File: config.mk
export PLATFORM = sky130hd
export DESIGN_NAME = gecko_load_writeback
export DESIGN_NICKNAME = d
export VERILOG_FILES = /design/src/rtl/gecko_load_writeback.sv
export SDC_FILE = /design/constraint.sdc
export NUM_CORES = 1
export LEC_CHECK = 0
export CAP_MARGIN = 15
export CORE_ASPECT_RATIO = 1.4
export CORE_MARGIN = 2
export CORE_UTILIZATION = 45
export DETAILED_ROUTE_END_ITERATION = 6
export GPL_ROUTABILITY_DRIVEN = 0
export PLACE_DENSITY = 0.77
export SLEW_MARGIN = 20
export SYNTH_ARGS = -nofsm -noshare
export SYNTH_HDL_FRONTEND = slang
export SYNTH_SLANG_ARGS = --single-unit
File: constraint.sdc
create_clock -name clk -period 2.3 [get_ports clk]
set_input_delay 0.23 -clock clk [delete_from_list [all_inputs] [get_ports clk]]
set_output_delay 0.23 -clock clk [all_outputs]
set_load 0.02 [all_outputs]
File: src/rtl/gecko_load_writeback.sv
// gecko_load_writeback: pairs in-order data-memory responses with pending load ops and registers
// the extracted load result for writeback. Optional feature macro: GECKO_LOAD_WRITEBACK_FORWARD_EN.
module gecko_load_writeback #(
    parameter int PENDING_DEPTH = 4
) (
    input  logic                               clk,
    input  logic                               rst,
    input  logic                               mem_command_valid,
    output logic                               mem_command_ready,
    input  logic [12:0]                        mem_command,
    input  logic                               mem_result_valid,
    output logic                               mem_result_ready,
    input  logic [31:0]                        mem_result_data,
    output logic                               writeback_valid,
    input  logic                               writeback_ready,
    output logic [40:0]                        writeback_op,
    output logic [$clog2(PENDING_DEPTH+1)-1:0] pending_count
`ifdef GECKO_LOAD_WRITEBACK_FORWARD_EN
    ,
    output logic [41:0]                        writeback_forward
`endif
);
    localparam int PTR_W = $clog2(PENDING_DEPTH);
    localparam int CNT_W = $clog2(PENDING_DEPTH + 1);

    typedef enum logic [2:0] {
        F3_LB  = 3'b000,
        F3_LH  = 3'b001,
        F3_LW  = 3'b010,
        F3_LBU = 3'b100,
        F3_LHU = 3'b101
    } funct3_e;

    typedef struct packed {
        logic [4:0] addr;
        logic [2:0] reg_status;
        logic [2:0] op;
        logic [1:0] offset;
    } mem_op_t;

    typedef struct packed {
        logic [4:0]  addr;
        logic [2:0]  reg_status;
        logic        speculative;
        logic [31:0] value;
    } op_t;

    function automatic logic [31:0] load_result(input logic [31:0] data,
                                                input logic [1:0]  offset,
                                                input logic [2:0]  f3);
        logic [7:0]  sel_byte;
        logic [15:0] sel_half;
        sel_byte = data[{offset, 3'b000} +: 8];
        sel_half = offset[1] ? data[31:16] : data[15:0];
        case (f3)
            F3_LB:   return {{24{sel_byte[7]}}, sel_byte};
            F3_LH:   return {{16{sel_half[15]}}, sel_half};
            F3_LBU:  return {24'd0, sel_byte};
            F3_LHU:  return {16'd0, sel_half};
            default: return data;  // LW and every unassigned code
        endcase
    endfunction

    mem_op_t            r_mem [PENDING_DEPTH];
    logic [PTR_W-1:0]   r_wr_ptr;
    logic [PTR_W-1:0]   r_rd_ptr;
    logic [CNT_W-1:0]   r_count;
    logic               r_wb_valid;
    op_t                r_wb_op;

    logic               w_push;
    logic               w_pop;
    mem_op_t            w_head;
    op_t                w_result;

    assign mem_command_ready = (r_count != CNT_W'(PENDING_DEPTH));
    assign mem_result_ready  = (r_count != '0) && (!r_wb_valid || writeback_ready);
    assign w_push            = mem_command_valid && mem_command_ready;
    assign w_pop             = mem_result_valid && mem_result_ready;

    assign w_head               = r_mem[r_rd_ptr];
    assign w_result.addr        = w_head.addr;
    assign w_result.reg_status  = w_head.reg_status;
    assign w_result.speculative = 1'b0;
    assign w_result.value       = load_result(mem_result_data, w_head.offset, w_head.op);

    // NOTE: the op storage has no reset; only pointers and count say which entries are live.
    always_ff @(posedge clk) begin
        if (w_push) r_mem[r_wr_ptr] <= mem_operation_cast(mem_command);
    end

    function automatic mem_op_t mem_operation_cast(input logic [12:0] raw);
        return mem_op_t'(raw);
    endfunction

    always_ff @(posedge clk or negedge rst) begin
        if (!rst) begin
            r_wr_ptr <= '0;
            r_rd_ptr <= '0;
            r_count  <= '0;
        end else begin
            if (w_push) r_wr_ptr <= r_wr_ptr + 1'b1;
            if (w_pop)  r_rd_ptr <= r_rd_ptr + 1'b1;
            case ({w_push, w_pop})
                2'b10:   r_count <= r_count + 1'b1;
                2'b01:   r_count <= r_count - 1'b1;
                default: r_count <= r_count;
            endcase
        end
    end

    // A new result may replace the current one in the same cycle it is handed off.
    always_ff @(posedge clk or negedge rst) begin
        if (!rst) begin
            r_wb_valid <= 1'b0;
            r_wb_op    <= '0;
        end else if (w_pop) begin
            r_wb_valid <= 1'b1;
            r_wb_op    <= w_result;
        end else if (writeback_ready) begin
            r_wb_valid <= 1'b0;
        end
    end

    assign writeback_valid = r_wb_valid;
    assign writeback_op    = r_wb_op;
    assign pending_count   = r_count;

`ifdef GECKO_LOAD_WRITEBACK_FORWARD_EN
    typedef struct packed {
        logic [4:0]  addr;
        logic [2:0]  reg_status;
        logic        valid;
        logic        speculative;
        logic [31:0] value;
    } forwarded_t;

    forwarded_t w_forward;
    assign w_forward.addr        = r_wb_op.addr;
    assign w_forward.reg_status  = r_wb_op.reg_status;
    assign w_forward.valid       = r_wb_valid;
    assign w_forward.speculative = r_wb_op.speculative;
    assign w_forward.value       = r_wb_op.value;
    assign writeback_forward     = w_forward;
`endif

`ifndef SYNTHESIS
    a_no_result_when_empty: assert property (
        @(posedge clk) disable iff (!rst) mem_result_valid |-> (r_count != '0)
    );
`endif

endmodule
## After elaboration in Yosys (flattened, before gate mapping)

Memories as Yosys holds them, arrays and structs flattened.
Cells that the tools add are included.

| word-level totals | value |
|---|---|
| bits in registers | 48 |
| RAM bits | 52 |
| input bits | 50 |
| logic and storage cells | 35 |
| memories kept | 1 |

Memory list:

| memory | words | bits a word | rd ports | clocked after Yosys merged registers in | write ports | RTL line | RTL |
|---|---|---|---|---|---|---|---|
| r_mem | 4 | 13 | 1 | 0 | 1 | 64 | `mem_op_t r_mem [PENDING_DEPTH];` |

| cells by class | value |
|---|---|
| add/subtract/negate cells | 4 |
| equality and inequality tests | 6 |
| shift-type cells | 1 |
| mux-type cells | 7 |
| reductions and logical operators | 9 |

Operator list:

| operator | count |
|---|---|
| one-hot mux 32 bit (4 select lines) | 1 |
| indexed part select 32 x 6 -> 8 bit | 1 |
| two-way mux 16 bit | 1 |
| == test 3 bit (second input constant) | 2 |
| one-hot mux 3 bit (2 select lines) | 1 |
| adder 2 x 1 -> 2 bit (second input constant) | 2 |
| two-way mux 1 bit | 4 |
| nonzero test 2 bit | 2 |
| adder 3 x 1 -> 3 bit (second input constant) | 1 |
| == test 3 x 1 -> 1 bit (second input constant) | 1 |
| logical AND 1 bit | 3 |
| logical NOT 3 bit | 1 |
| != test 3 bit (second input constant) | 1 |
| nonzero test 3 bit | 1 |
| subtractor 3 x 1 -> 3 bit (second input constant) | 1 |
| == test 2 x 1 -> 1 bit (second input constant) | 1 |
| == test 2 bit (second input constant) | 1 |
| logical NOT 1 bit | 1 |
| logical OR 1 bit | 1 |

## Depth between registers and ports, before layout

Gate-level depths: netlist (run 1).

| depth | value |
|---|---|
| depth in word-level cells | 6 |
| depth in mapped cells | 10 |
| gate-level depth less buffers | 10 |

## Least setup slack after synthesis (run 1)

Ideal clock, no wire load.

| path | value |
|---|---|
| path kind | register to register |
| start | register r_count[0] (netlist: pending_count[0]) |
| end | register r_count[2] (netlist: pending_count[2]) |
| data arrival time | 2.237 ns |
| data required time | 2.220 ns |
| slack | -0.016 ns |
| cell stages (with the launch flop) | 11 |
| buffers on the path | 1 |
| cell sequence | dfrtp_1 -> or3_1 -> nand3_1 -> inv_1 -> buf_1 -> ha_1 -> inv_1 -> fa_1 -> xor2_1 -> nor2_1 -> xor2_1 |

| on the way | value |
|---|---|
| longest elaborated chain between the ends | 5 |
| elaborated cells between the ends (all ways) | 11 |

Ends and longest elaborated chain:

| what | RTL line | RTL |
|---|---|---|
| from (decl) | 67 | `logic [CNT_W-1:0] r_count;` |
| from (signal assigned) | 105 | `2'b10: r_count <= r_count + 1'b1;` |
| from (signal assigned) | 106 | `2'b01: r_count <= r_count - 1'b1;` |
| from (signal assigned) | 107 | `default: r_count <= r_count;` |
| nonzero test 3 bit (*) | 77 | `assign mem_result_ready = (r_count != '0) && (!r_wb_valid \|\| writeback_ready);` |
| logical AND 1 bit (*) | 77 |  |
| logical AND 1 bit (*) | 79 | `assign w_pop = mem_result_valid && mem_result_ready;` |
| net w_pop | 72 | `logic w_pop;` |
| == test 2 x 1 -> 1 bit / == test 2 bit (equally long branches) | 104 | `case ({w_push, w_pop})` |
| one-hot mux 3 bit (2 select lines) / nonzero test 2 bit (equally long branches) | -- |  |

The timed path passes the listed nets; every way through them passes the cells marked *.
A chain may end at the register's enable or synchronous reset.

## Final worst setup path (run 1)

| path | value |
|---|---|
| start | register r_rd_ptr[0] |
| end | register r_wb_op, in the netlist writeback_op[26] |

| on the way | value |
|---|---|
| longest elaborated chain between the ends | 3 |
| elaborated cells between the ends (all ways) | 8 |

Ends and longest elaborated chain:

| what | RTL line | RTL |
|---|---|---|
| from (decl) | 66 | `logic [PTR_W-1:0] r_rd_ptr;` |
| from (signal assigned) | 103 | `if (w_pop) r_rd_ptr <= r_rd_ptr + 1'b1;` |
| memory read (4 x 13 bit) (*) | -- |  |
| indexed part select 32 x 6 -> 8 bit (tied with other cells) | 53 | `sel_byte = data[{offset, 3'b000} +: 8];` |
| one-hot mux 32 bit (4 select lines) (*) | 55 | `case (f3)` |
| to (signal assigned) | 119 | `r_wb_op <= w_result;` |
| to (decl) | 69 | `op_t r_wb_op;` |

Mark *: on every way between the ends. The rest lies on a longest branch, timed or not.

==> impl_results.md, run 1 <==
* Count leader, synth: edfxtp_1
* Slew headroom at 54.0%
* Reg2reg end: writeback_op[26]
* PwrDens at 1420 mW/mm^2
* HPWL Detailed at 7.02 mm
* WS Path Type: flop to flop
* CORE AREA at 0.00908 mm^2
* M2 GR Usage at 34.4%
* Ports at 97
* Status: finished clean
* Hold Vio Cnt, Final at 0
* Setup TNS at 0 ns
* Simple-gate area share of the yosys netlist at 6.77%
* Post-Syn Instances at 290
* Reg clk slew, reported paths at 0.07 ns
* Antenna Nets Post-Route at 0
* First-pass GRT wire length at 15.5 mm
* Clock root cell: clkbuf_16
* Worst slack at placement at 0.0233 ns
* Setup violations, final at 0
* RSZ-0062 raised after global routing: yes
* EDFF count, synth at 52
* Skew-Pair Late Insertion Delay at 0.34 ns
* Largest net degree at the start of global routing at 43
* Post-Syn Nets at 346
* DRT iter0 DRCs at 129
* Total track usage at 19.8%
* DRC viols at 0
* Reg2reg path depth at 5
* Post-route core utilization at 63.5%
* Max-cap viol count at 0
* Placed cell areas at 0.00541 mm^2
* Static leakage at 2.27 nW
* Worst R2R Start: r_rd_ptr[0]
* Starting Density at 46.6%
* Worst path arrival time at 2.48 ns
* Htree depth at 3
* Die X at 86.0 um
* Setup crit start kind: flop
* Hold WS at 0.481 ns
* Die Y-Extent at 119 um
* Clock Skew at 0.00420 ns
* WL final at 9.72 mm
* Worst vdd ir at 0.736 mV
* Post-synth top cells: edfxtp_1, dfrtp_1, nand2_1
* First-pass DRT Iterations at 4
* # rows at 41
* Compound-Gate Fraction of Synth Area at 11.8%
* Post-synth top area share at 36.9%
* Clock Tree Buf Depth at 2
* GRT overflow at 0
* Synth warn at 0
* Port-buffer cells at 95
* Sink Count at 100
* Final #Nets at 460
* Clock buffer count from CTS at 9
* Final Critical Period at 2.27 ns
* Worst slew pin tran at 0.690 ns
* Ys async rst share at 48.0%
* Setup crit end kind: flop
* Vias in the first global route at 3091
* Top cells by area, synth: edfxtp_1, dfrtp_1, mux4_2
* Share of cells above drive strength 1 at 15.4%
* Adder-Cell Fraction of Synth Area at 1.95%
* Required @ worst endpoint at 2.52 ns
* Fin crit share at 98.5%
* Final Max Slew Viols at 0
* Max Clock Freq at 0.441 GHz
* TritonCTS clock tree: yes
* Area added between synthesis and finish at 36.1%
* Largest family of logic cells by synthesized area: compound AO/OA/AOI/OAI gates
* Met1 Use GR at 23.7%
* Antenna diodes at 0
* Critical Path Fanout Max at 16
* GR peak layer: met2
* Final worst slack at 0.0345 ns
* Top cell type by total area after synthesis: edfxtp_1
* Mean area per synthesized cell at 14.6 um^2
* Distinct cells, synth at 40
* Register area share after synthesis at 65.2%
* Initial antenna violation count at 0
* Multiplexer share of the synthesized area at 10.0%
* Vias/cell at 5.69
* DIE AREA at 0.0102 mm^2
* Vias post-DR at 2934
* Synthesized area at 0.00423 mm^2
* Fin area at 0.00576 mm^2
* Synth Area in XOR/XNOR at 1.24%
* Worst Hold Class: input pin to async pin
* Main flop type after synthesis: edfxtp_1
* Reg2Reg Setup Slack at 0.03 ns
* Yosys reg bits at 100
* WL/cell at 18.8 um
* Grt met3 use at 4.12%
[layout make-up]
type / count / area [um^2]
fillers: 667 / 3320
flip-flops and latches: 100 / 2760
multi-input cells: 164 / 1360
repair buffers: 121 / 1150
clock buffers: 10 / 229
well taps: 107 / 134
clock inverters: 6 / 93.8
inverters: 8 / 30.0
[sequential cells by signal (all words and copies together) (netlist names)]
register / cells
pending_count: 3
r_mem: 52
r_rd_ptr: 2
r_wr_ptr: 2
writeback_op: 40
writeback_valid: 1
[routing by layer]
layer  vias up  routed length (um)
met3        18                 453
li1       1343                   -
met2        93                5230
met1      1480                3810
met5         -                   0
met4         0                 231
[through the flow]
step / power, mW / std cells
6_report: 8.17 / 516
5_1_grt: 8.62 / 516
4_1_cts: 8.18 / 515
3_5_place_dp: 6.54 / 498
3_3_place_gp: 6.41 / 498
2_1_floorplan: 5.00 / 290
[timing repair]
item | CTS | global route
setup endpoints to repair | 0 | 28
gates resized for setup | 0 | 7
buffers inserted | 0 | 1
hold buffers | 1 | 0
hold endpoints to repair | 26 | 0
[worst max path at each step]
| stage | start | end | slack, ns | depth (start not counted) |
|---|---|---|---|---|
| 6_report | r_rd_ptr[0] | writeback_op[26] | 0.03 | 5 |
| 5_1_grt | r_rd_ptr[0] | writeback_op[11] | -0.02 | 6 |
| 3_5_place_dp | r_rd_ptr[0] | writeback_op[30] | 0.02 | 5 |
| 2_1_floorplan | r_rd_ptr[0] | writeback_op[19] | 0.04 | 7 |
| 3_3_place_gp | r_rd_ptr[0] | writeback_op[20] | 0.07 | 5 |
| 4_1_cts | r_rd_ptr[0] | writeback_op[26] | 0.002 | 5 |
[worst max-delay path, stage by stage, from the launching register on]
cell,delay (ns)
dfrtp_2,0.41
mux4_2,0.58
mux2_4,0.34
a22o_1,0.24
o21a_4,0.29
a221o_1,0.28
[placed cells by master, fill, tap and decap left out, types with 4 or more instances in the layout]
master / instances
mux2i_1: 7
clkbuf_16: 9
edfxtp_1: 52
ha_1: 5
nand2b_1: 5
a221o_1: 22
clkdlybuf4s50_1: 94
nand2_1: 36
dfrtp_1: 47
mux4_2: 13
o22ai_1: 9
nor2b_1: 4
o21ai_0: 7
xnor2_1: 4
a21oi_1: 11
inv_1: 8
buf_4: 23
and3_1: 4
nor2_1: 4
[report_power, final]
part / leakage, nW / internal, mW / total, mW / switching, mW
combinational: 1.05 / 1.84 / 3.74 / 1.90
clock: 0.159 / 0.967 / 1.61 / 0.645
sequential: 1.06 / 2.50 / 2.82 / 0.319
total: 2.27 / 5.30 / 8.17 / 2.87
[cell families after synthesis]
kind of cell	count (synthesis)
flops	100
simple gates	62
buf+inv	26
other cells	1
compound gates	64
mux	25
xor+xnor	6
fa+ha+maj	6
Note: power is estimated with default switching activity, not from simulation.
==> run 2: changes to the inputs <==
- CAP_MARGIN: 15 -> 10
==> results of run 2 <==
Final layout, timing and power as in run 1 (identical DEF).
